## src/rtl/reg_wb_arbiter.sv

```systemverilog
// reg_wb_arbiter
// Shares the register file's single write port between two writeback
// requesters (A = ALU/EXE result, B = memory-load result) with round-robin
// arbitration, and keeps a per-register pending-write scoreboard that the
// decode stage queries to stall on outstanding writes.
//
// Handshake: a transfer happens in a cycle where valid && ready. The
// requester keeps valid/addr/data stable until it sees ready; ready is
// combinational and never depends on ready of the other side.
//
// Ports:
//   clk, rst              rising-edge clock, asynchronous active-high reset
//   a_valid/a_addr/a_data requester A write request, a_ready = accepted
//   b_valid/b_addr/b_data requester B write request, b_ready = accepted
//   wr_en/wr_addr/wr_data registered, single-cycle write pulse to the RF
//   mark_en/mark_addr     decode marks a destination as pending
//   q_addr1/q_busy1       scoreboard query 1 (combinational)
//   q_addr2/q_busy2       scoreboard query 2 (combinational)
//   sb_ovf                sticky flag: a mark was dropped at saturation
module reg_wb_arbiter #(
    parameter int DATA_W = 16,
    parameter int ADDR_W = 3,
    parameter int CNT_W  = 2
) (
    input  logic              clk,
    input  logic              rst,
    input  logic              a_valid,
    input  logic [ADDR_W-1:0] a_addr,
    input  logic [DATA_W-1:0] a_data,
    output logic              a_ready,
    input  logic              b_valid,
    input  logic [ADDR_W-1:0] b_addr,
    input  logic [DATA_W-1:0] b_data,
    output logic              b_ready,
    output logic              wr_en,
    output logic [ADDR_W-1:0] wr_addr,
    output logic [DATA_W-1:0] wr_data,
    input  logic              mark_en,
    input  logic [ADDR_W-1:0] mark_addr,
    input  logic [ADDR_W-1:0] q_addr1,
    output logic              q_busy1,
    input  logic [ADDR_W-1:0] q_addr2,
    output logic              q_busy2,
    output logic              sb_ovf
);

    localparam int              NREG    = 2 ** ADDR_W;
    localparam logic [CNT_W-1:0] CNT_MAX = '1;
    localparam logic [CNT_W-1:0] CNT_ONE = CNT_W'(1);

    logic              r_rr_last_b;   // 1: B won the last grant
    logic              r_wr_en;
    logic [ADDR_W-1:0] r_wr_addr;
    logic [DATA_W-1:0] r_wr_data;
    logic [CNT_W-1:0]  r_cnt [NREG];
    logic              r_sb_ovf;

    logic              w_accept_ok;
    logic              w_grant_a;
    logic              w_grant_b;
    logic [NREG-1:0]   w_mark_hit;
    logic [NREG-1:0]   w_commit_hit;

    // The RF commits on the falling edge of its enable, so no accept is
    // allowed while a pulse is on the port.
    assign w_accept_ok = !rst && !r_wr_en;
    assign w_grant_a   = w_accept_ok && a_valid && (!b_valid || r_rr_last_b);
    assign w_grant_b   = w_accept_ok && b_valid && (!a_valid || !r_rr_last_b);

    assign a_ready = w_grant_a;
    assign b_ready = w_grant_b;
    assign wr_en   = r_wr_en;
    assign wr_addr = r_wr_addr;
    assign wr_data = r_wr_data;
    assign sb_ovf  = r_sb_ovf;

    // Write port: a grant to a nonzero address produces a one-cycle pulse.
    // A grant to register 0 is consumed without a pulse, so the port stays
    // free and the next accept can follow immediately.
    always_ff @(posedge clk or posedge rst) begin
        if (rst) begin
            r_rr_last_b <= 1'b1;
            r_wr_en     <= 1'b0;
            r_wr_addr   <= '0;
            r_wr_data   <= '0;
        end else begin
            r_wr_en <= 1'b0;
            if (w_grant_a) begin
                r_rr_last_b <= 1'b0;
                if (a_addr != '0) begin
                    r_wr_en   <= 1'b1;
                    r_wr_addr <= a_addr;
                    r_wr_data <= a_data;
                end
            end else if (w_grant_b) begin
                r_rr_last_b <= 1'b1;
                if (b_addr != '0) begin
                    r_wr_en   <= 1'b1;
                    r_wr_addr <= b_addr;
                    r_wr_data <= b_data;
                end
            end
        end
    end

    // Per-register decode of marks and commits; register 0 never matches.
    always_comb begin
        w_mark_hit   = '0;
        w_commit_hit = '0;
        for (int i = 1; i < NREG; i++) begin
            w_mark_hit[i]   = mark_en && (mark_addr == ADDR_W'(i));
            w_commit_hit[i] = r_wr_en && (r_wr_addr == ADDR_W'(i));
        end
    end

    // Scoreboard counters. A mark and a commit to the same register in the
    // same cycle cancel, which also means no overflow at saturation.
    always_ff @(posedge clk or posedge rst) begin
        if (rst) begin
            for (int i = 0; i < NREG; i++) begin
                r_cnt[i] <= '0;
            end
            r_sb_ovf <= 1'b0;
        end else begin
            for (int i = 1; i < NREG; i++) begin
                if (w_mark_hit[i] && !w_commit_hit[i]) begin
                    if (r_cnt[i] == CNT_MAX) begin
                        r_sb_ovf <= 1'b1;
                    end else begin
                        r_cnt[i] <= r_cnt[i] + CNT_ONE;
                    end
                end else if (w_commit_hit[i] && !w_mark_hit[i]) begin
                    if (r_cnt[i] != '0) begin
                        r_cnt[i] <= r_cnt[i] - CNT_ONE;
                    end
                end
            end
        end
    end

    // A write on the port this cycle is forwarded by the RF, so the last
    // outstanding write to a register no longer stalls its readers.
    assign q_busy1 = (q_addr1 != '0) && (r_cnt[q_addr1] != '0) &&
                     !(r_wr_en && (r_wr_addr == q_addr1) && (r_cnt[q_addr1] == CNT_ONE));
    assign q_busy2 = (q_addr2 != '0) && (r_cnt[q_addr2] != '0) &&
                     !(r_wr_en && (r_wr_addr == q_addr2) && (r_cnt[q_addr2] == CNT_ONE));

endmodule

```

## config.mk

```make
export PLATFORM = sky130hd
export DESIGN_NAME = reg_wb_arbiter
export DESIGN_NICKNAME = d
export VERILOG_FILES = /design/src/rtl/reg_wb_arbiter.sv
export SDC_FILE = /design/constraint.sdc
export NUM_CORES = 1
export LEC_CHECK = 0
export ABC_CLOCK_PERIOD_IN_PS = 4140
export CORE_MARGIN = 8
export CORE_UTILIZATION = 37
export CTS_BUF_LIST = sky130_fd_sc_hd__clkbuf_4
export DETAILED_ROUTE_END_ITERATION = 8
export HOLD_SLACK_MARGIN = 0.12
export MAX_ROUTING_LAYER = met4
export PLACE_DENSITY = 0.78
export REMOVE_ABC_BUFFERS = 1
export SETUP_SLACK_MARGIN = 0.02
export SLEW_MARGIN = 20
export SYNTH_ARGS = -nofsm -noshare
export SYNTH_HDL_FRONTEND = slang
export SYNTH_SLANG_ARGS = --single-unit
```

## constraint.sdc

```tcl
create_clock -name clk -period 4.14 [get_ports clk]
set_clock_uncertainty 0.1 [all_clocks]
set_input_delay 0.828 -clock clk [delete_from_list [all_inputs] [get_ports clk]]
set_output_delay 0.828 -clock clk [all_outputs]
set_load 0.02 [all_outputs]
```

# ---- Word-level counts from Yosys, hierarchy flattened
# Cells that the tools add are included.
# Widths: inputs -> output; s select.
dict set report classes {
  n_lt_le_gt_ge 2
  n_eq_ne 33
  n_mux 62
  addsub 14
  n_reduce_logical 101
  n_bitwise 2
}
# operator n
set ops {}
lappend ops {{$mux 16} 4}
lappend ops {{$mux 2} 32}
lappend ops {{$reduce_bool 2->1} 25}
lappend ops {{$logic_and 1x1->1} 41}
lappend ops {{$eq 3x3->1 const B} 8}
lappend ops {{$reduce_and 3->1} 8}
lappend ops {{$logic_not 1->1} 21}
lappend ops {{$mux 1} 20}
lappend ops {{$add 2x1->2 const B} 7}
lappend ops {{$eq 2x2->1 const B} 7}
lappend ops {{$ne 2x2->1 const B} 7}
lappend ops {{$sub 2x1->2 const B} 7}
lappend ops {{$bmux 2 s3} 2}
lappend ops {{$eq 3x2->1 const B} 4}
lappend ops {{$mux 3} 4}
lappend ops {{$reduce_bool 3->1} 4}
lappend ops {{$ge 4x4->1 const B} 2}
lappend ops {{$not 3->4} 2}
lappend ops {{$eq 3x1->1 const B} 2}
lappend ops {{$eq 3x3->1} 2}
lappend ops {{$eq 2x1->1 const B} 2}
lappend ops {{$logic_or 1x1->1} 2}
lappend ops {{$ne 2x1->1 const B} 1}
dict set report totals {
  register_bits 36
  inputBits 52
}

# ---- Longest topological paths before layout
dict set report depth {
  ltp_word 17
  ltp_mapped 7
  mapped_depth_nobuf 6
}

# ---- Worst setup path before layout
# Ideal clock, no wire load.
dict set report synth_path {
  path_type {input -> output}
  start {input port q_addr1[1]}
  end {output port q_busy1}
  t_arrival_ns 2.008
  cell_stages 5
  path_slack_ns 1.204
  path_buffers 1
  required_ns 3.212
  cell_sequence {clkbuf_1 -> mux2_2 -> a221o_1 -> nand3_1 -> a31oi_1}
}
dict set report synth_between {
  elab_chain_len 8
}
# element line_no
set synth_rtl {}
lappend synth_rtl {{from (decl)} 40} ;# input logic [ADDR_W-1:0] q_addr1,
lappend synth_rtl {{$not 3->4 (implied by the code)} {143, 144}}
lappend synth_rtl {{$bmux 2 s3} {143, 144}}
lappend synth_rtl {{$mux 2 (implied by the code) (2 in series)} {143, 144}}
lappend synth_rtl {{$eq 2x1->1} 144} ;# !(r_wr_en && (r_wr_addr == q_addr1) && (r_cnt[q_addr1] == CNT_ONE));
lappend synth_rtl {{$logic_and 1x1->1} 144}
lappend synth_rtl {{$logic_not 1->1} 144}
lappend synth_rtl {{$logic_and 1x1->1 (*)} 143} ;# assign q_busy1 = (q_addr1 != '0) && (r_cnt[q_addr1] != '0) &&
lappend synth_rtl {{to (decl)} 41} ;# output logic q_busy1,
# Every way passes the cells marked *; elsewhere a longest branch is shown, timed or not. The select of a mux whose other input is x is not followed.

# ---- Worst setup path after layout
dict set report layout_path {
  start {input port q_addr2[0]}
  end {output port q_busy2}
}
dict set report layout_between {
  elab_chain_len 8
}
# element line_no
set layout_rtl {}
lappend layout_rtl {{from (decl)} 42} ;# input logic [ADDR_W-1:0] q_addr2,
lappend layout_rtl {{$not 3->4 (implied by the code)} {145, 146}}
lappend layout_rtl {{$bmux 2 s3} {145, 146}}
lappend layout_rtl {{$mux 2 (implied by the code) (2 in series)} {145, 146}}
lappend layout_rtl {{$eq 2x1->1} 146} ;# !(r_wr_en && (r_wr_addr == q_addr2) && (r_cnt[q_addr2] == CNT_ONE));
lappend layout_rtl {{$logic_and 1x1->1} 146}
lappend layout_rtl {{$logic_not 1->1} 146}
lappend layout_rtl {{$logic_and 1x1->1 (*)} 145} ;# assign q_busy2 = (q_addr2 != '0) && (r_cnt[q_addr2] != '0) &&
lappend layout_rtl {{to (decl)} 43} ;# output logic q_busy2,
# Marks and branches as above.

==> metrics.csv <==
metric;value;unit
status;complete, no violations;
critPathKind;in -> out;
synth_edf_count;0;
grt_max_degree;37;
layout_setup_ws;0.244;ns
synth_fa_ha_area_share;4.69;%
grt_pass1_wl;10.6;mm
worst_ep_required_time;3.21;ns
diodes;0;
slew_viol_final;0;
drive_gt1_share;20.5;%
cts_buffer_depth;2;
rsz0062_at_grt;no;
max_stage_delay;0.64;ns
clk_latency;0.33;ns
grt_usage;13.8;%
ir_drop;0.272;mV
ys_ff_latch;36;
drv_cap;0;
crit_path_start_kind;input pin;
finish.utilization;50.4;%
synth_compound_area_share;7.58;%
remaining_drc_errors;0;
power.density;475;nW/um^2
cellInternalPower;1.00;mW
synthArstFlopShare;100;%
cts_hold_buffers;0;
synthFlopType;dfrtp_1;
cts_resized;0;
seqPwrFrac;40.5;%
p_sw;600;uW
post-cts-setup-buffers;0;
synth_top_family_by_area;multiplexers;
cts_sinks;36;
crit_top_cell;clkdlybuf4s50_1;
critPathMaxFanout;6;
antenna_found_initial;0;
wl;6.09;mm
root_buffer;clkbuf_4;
p_clk_share;10.9;%
cp_slowest_cell;clkdlybuf4s50_1;
syn_area;2510;sq um
muxShareOfSynthArea;31.1;%
fp.dieW;98.3;um
cts_tree;done;
fin_nets;356;
vias;1980;
syn2layout_area_growth;34.4;%
cp_cell_sequence;clkdlybuf4s50_1 > mux2_2 > a221o_1 > a21oi_1 > a31oi_1 > clkdlybuf4s50_1;
die_h;98.3;um
finalPower;1.60;mW
finalSetupViolCount;0;
yosysWarnings;2;
post-route-period-util;94.1;%
cp.arrival;2.97;ns
portBuffers;76;
hold_viol;0;
swShare;37.5;%
setup_tns;0;ns
worst_pin_slew;0.458;ns
synth-xor-area-share;2.10;%
pre_cts_ws;0.239;ns
worst-path-buf-inv;2;
htree_levels;2;
fill_cells;596;
dr.pass1.iters;4;
power_frac_comb;48.6;%
hold_path.class;reg -> reg;
initial_core_util;37.5;%
dieArea;9670;sq um
fin_crit;3.90;ns
crit_family;buffers and inverters;
overflow;0;
crit_path_end_kind;output port;
ios;77;
place_congestion;0.812;
synth_area_per_cell;11.3;sq um
dp_hpwl;4.87;mm
core-area;6680;sq um
drt_iter0_drc;91;
grt_pass1_vias;2189;
wl_per_cell;16.2;um
max_freq;257;MHz
synthCells;222;
drtAntennaViolNets;0;
clk_pin_slew;0.11;ns
synthSimpleGateAreaFrac;14.3;%
cts_buffers;5;
synth_cell_type_count;30;
ys_seq_area_share;36.0;%
max_slew_margin;69.5;%
power_leakage;1.45;nW
rows;30;
vias_per_cell;5.25;
## sequential cells by signal, indices dropped and copies added (netlist names)
| name | cells |
|---|---|
| wr_addr | 3 |
| r_cnt | 14 |
| wr_data | 16 |
| wr_en | 1 |
| sb_ovf | 1 |
| r_rr_last_b | 1 |
## cells by family (layout without fill, tap and decap cells)
kind of cell    after synthesis  in the layout
compound gates               30             30
mux                          53             53
fa+ha+maj                    10             10
flops                        36             36
buf+inv                      20             95
xor+xnor                      6              6
simple gates                 67             67
## metrics by stage
step / instances / hold WS (ns) / cell area (sq um)
after detailed placement: 370 / 0.388 / 3320
after global routing: 377 / 0.425 / 3370
final: 377 / 0.406 / 3370
after floorplan: 211 / 0.367 / 2430
after CTS: 377 / 0.407 / 3370
after global placement: 370 / 0.379 / 3320
## final cells by class
cell class	count	area, sq um	share of cell area (%)
multi-input combinational	166	1510	44.7
clock inverter	2	7.51	0.223
inverter	9	33.8	1.00
clock buffer	5	37.5	1.11
timing repair buffer	79	783	23.2
sequential	36	902	26.8
tap	80	100	2.97
## placed cells by master, fill, tap and decap left out, types with 9 or more instances in the layout
cell | netlist | layout
dfrtp_1 | 35 | 35
inv_1 | 9 | 9
o21ai_0 | 15 | 15
clkdlybuf4s50_1 | 0 | 76
nor2_1 | 13 | 13
nand2_1 | 14 | 14
nand3_1 | 13 | 13
nor2b_1 | 13 | 13
mux2_4 | 38 | 38
## final timing paths
kind / start / to / slack, ns / cells after the start
setup / recovery: q_addr2[0] / q_busy2 / 0.24 / 6
hold / removal: sb_ovf$_DFF_PP0_ / sb_ovf$_DFF_PP0_ / 0.41 / 2
setup reg to reg: wr_en$_DFF_PP0_ / wr_data[12]$_DFFE_PP0P_ / 1.77 / 6
hold reg to reg: sb_ovf$_DFF_PP0_ / sb_ovf$_DFF_PP0_ / 0.41 / 2
max in group asynchronous: rst / r_rr_last_b$_DFFE_PP1P_ / 2.68 / 3
min in group asynchronous: rst / wr_data[11]$_DFFE_PP0P_ / 0.93 / 3
## layer usage
metal / vias up / global-route usage (%) / part of all wire, %
li1: 946 / - / -
met1: 937 / 17.4 / 48
met2: 86 / 20.3 / 44
met3: 11 / 4.20 / 6.3
met4: 0 / 5.08 / 1.8
met5: - / - / 0
## Yosys cell counts (all sizes together) (3+ instances only)
cell type | number | area [sq um]
a21oi | 3 | 15.0
a221o | 4 | 40.0
a31oi | 3 | 18.8
buf | 6 | 53.8
clkbuf | 5 | 18.8
dfrtp | 35 | 876
ha | 7 | 87.6
inv | 9 | 33.8
maj3 | 3 | 30.0
mux2 | 45 | 649
mux2i | 4 | 40.0
mux4 | 4 | 90.1
nand2 | 14 | 52.6
nand2b | 4 | 25.0
nand3 | 14 | 82.6
nand4 | 4 | 25.0
nor2 | 14 | 68.8
nor2b | 13 | 81.3
nor3 | 3 | 15.0
o21ai | 15 | 75.1
o31a | 4 | 35.0
xnor2 | 6 | 52.6
## worst register-to-register path: cells and delay by family (launching register included)
kind / cells / cell delay (ns)
flops: 1 / 0.55
simple gates: 2 / 0.28
mux: 1 / 0.34
buf+inv: 2 / 0.61
compound gates: 1 / 0.39
## power groups by stage
stage / sequential, mW / combinational, mW / clock, mW
2_1_floorplan: 0.700 / 0.391 / 0
3_3_place_gp: 0.642 / 0.767 / 0
3_5_place_dp: 0.646 / 0.788 / 0
4_1_cts: 0.645 / 0.788 / 0.183
5_1_grt: 0.669 / 0.839 / 0.197
6_report: 0.648 / 0.779 / 0.175
Note: power is estimated with default switching activity, not from simulation.
==> RTL edit, RTL diff (same flow settings) <==
Reset style: synchronous (`rst`), changed in 2 clocked blocks. Comments in the files are not updated.
--- a/src/rtl/reg_wb_arbiter.sv
+++ b/src/rtl/reg_wb_arbiter.sv
@@ -77,7 +77,7 @@
     // Write port: a grant to a nonzero address produces a one-cycle pulse.
     // A grant to register 0 is consumed without a pulse, so the port stays
     // free and the next accept can follow immediately.
-    always_ff @(posedge clk or posedge rst) begin
+    always_ff @(posedge clk) begin
         if (rst) begin
             r_rr_last_b <= 1'b1;
             r_wr_en     <= 1'b0;
@@ -115,7 +115,7 @@
 
     // Scoreboard counters. A mark and a commit to the same register in the
     // same cycle cancel, which also means no overflow at saturation.
-    always_ff @(posedge clk or posedge rst) begin
+    always_ff @(posedge clk) begin
         if (rst) begin
             for (int i = 0; i < NREG; i++) begin
                 r_cnt[i] <= '0;
Formal check against the unedited RTL: differs if rst is asserted again (counterexample within 4 cycles, from zero or initial values and one cycle with rst high); with rst held inactive, the same outputs for 10 cycles.
==> RTL edit against the unedited design <==
  * Wire length grew 19%
  * Setup slack improved by 140 ps
  * Via count is 20% higher
  * Critical path type unchanged
  * Largest cell class unchanged
  * Highest routed layer unchanged
  * Sequential cell count unchanged
  * Cell count is 8.2% higher
  * Sequential share of layout area decreased by 1.8 points
  * Area after synthesis increased by 2.0%
  * Final area up 2.2%
  * Register-to-register slack worse by 60 ps
Power is not compared: it rests on default switching activity, and its combinational part moved more than twofold at a synthesized area within 25%.
==> RTL edit: results (changes against the unedited design) <==
* H-tree depth at 2 (unchanged)
* Post-synth top flop: dfxtp_1
* Initial antenna violation count at 0 (unchanged)
* Top cells by area, synth: dfxtp_1, edfxtp_1, mux2i_1
* Post-synth cell types at 60 (+100%)
* First-iteration detailed-routing DRC count at 94 (+3.3%)
* Ys async rst share at 0% (-100 points)
* CP delay by family, top: buffers and inverters
* Highest ir drop seen on vdd at between 0.15 and 0.2 mV
* HP Class: reg -> reg
* Port Buffers at 76 (unchanged)
* Mux cell area share after synthesis at 14.6% (-17 points)
* First-pass GRT wire length at 12,400 um (+17%)
* Routed wire length at 7240 um (+19%)
* Worst-path clk slew at 120 ps
* Xor/xnor share of the synthesized area at 3.08% (+0.98 points)
* Fillers at 653 (+9.6%)
* All-Layer GR Usage at 15.9% (+2.1 points)
* Most frequent cells after synthesis: mux2i_1, nor3_1, dfxtp_1
* Via density at 5.84 (+11%)
* Synth warn at 0 (-2)
* Share of cells above drive strength 1 at 13.1% (-7.4 points)
* Post-Synth Adder-Cell Area at 0.978% (-3.7 points)
* CTS root buf: clkbuf_4
* Pleak at 0.00118 uW
* Critical-path maximum fanout at 7 (+1)
* Mean Syn Cell Area at 9.92 um2 (-12%)
* Latest clock arrival within the worst-skew pair at 350 ps (+20 ps)
* DP Worst Slack at 393 ps (+155 ps)
* Drt pass-1 iters at 4 (unchanged)
* Pin count of the biggest net entering global routing at 26 (-30%)
* DP Wirelength at 5490 um (+13%)
* Number of synthesized flops with an enable pin at 14 (+14)
* Worst stage delay on the critical path at 630 ps
* Layout Nets at 381 (+7.0%)
* Post-CTS Setup Bufs at 0 (unchanged)
* Max reg flops at 16 (unchanged)
* Ant diodes at 0 (unchanged)
* Measured slew at the worst slew-check pin at 788 ps (+330 ps)
* Post-synthesis compound-gate area fraction at 19.1% (+11 points)
* Max Root-Sink Buffers at 2 (unchanged)
* CTS resizes at 0 (unchanged)
* Placed cells at 400 (+8.1%)
* Register area share after synthesis at 33.6% (-2.3 points)
* CP arrival at 2830 ps (-140 ps)
* Placement Cell Area at 3360 um2 (+1.2%)
* Vias at 2,382 (+20%)
* CP max-delay cell: clkdlybuf4s50_1
* Outcome: complete, no violations
* Vias in the first global route at 2,594 (+19%)
* Clock buffer count from CTS at 5 (unchanged)
* GPL Wtd Cong at 0.836 (+2.9%)
==> RTL edit: kinds of logic (layout without fill, tap and decap cells) <==
| logic type | count (synthesis) | in the layout |
|---|---|---|
| xor gates and xnor gates | 9 | 9 |
| muxes | 32 | 32 |
| buffers and inverters | 25 | 95 |
| adders and majority gates | 2 | 2 |
| AOI/OAI and AO/OA | 57 | 57 |
| and+or+nand+nor | 97 | 97 |
| DFF | 36 | 36 |
==> RTL edit: final cells by class <==
cell class	count	area (um2)	share of cell area (%)
timing repair buffer	84	816	23.7
sequential	36	861	25.0
clock inverter	3	41.3	1.20
inverter	3	11.3	0.327
multi-input combinational	197	1580	45.8
tap	80	100	2.91
clock buffer	5	37.5	1.09
==> RTL edit: report_power, final <==
group	leakage (uW)	total (uW)	internal, uW	switching (uW)
clock	0.0000455	258	127	131
sequential	0.000326	436	401	35.1
combinational	0.000805	326	169	157
==> RTL edit: final timing paths <==
kind / start / end / slack, ps / cells after the start
worst max-delay path: q_addr1[0] / q_busy1 / 390 / 6
worst min-delay path: wr_addr[1] / wr_addr[1] / 490 / 2
worst min register to register: wr_addr[1] / wr_addr[1] / 490 / 2
worst max register to register: wr_en / wr_data[4] / 1710 / 5
==> RTL edit: layer usage <==
metal  track usage, %  share of wire (%)  vias up
li1                 -                  -     1147
met1             19.1                 45     1118
met2             24.3                 45      101
met3             5.24                8.5       16
met4             5.70                1.8        0
met5                -                  0        -
==> RTL edit: worst register-to-register path: stages, from the launching register on <==
cell and delay [ps]:
dfxtp_1 490, nand2b_1 290, a2111oi_4 280, buf_4 300, or2_1 670, a211oi_1 170
==> RTL edit: stage by stage <==
step                      utilization (%)  hold WS [ps]
after floorplan                         -           428
after global placement               49.8           466
after detailed placement             49.8           470
after CTS                            50.9           493
after global routing                 50.9           512
final                                50.9           487
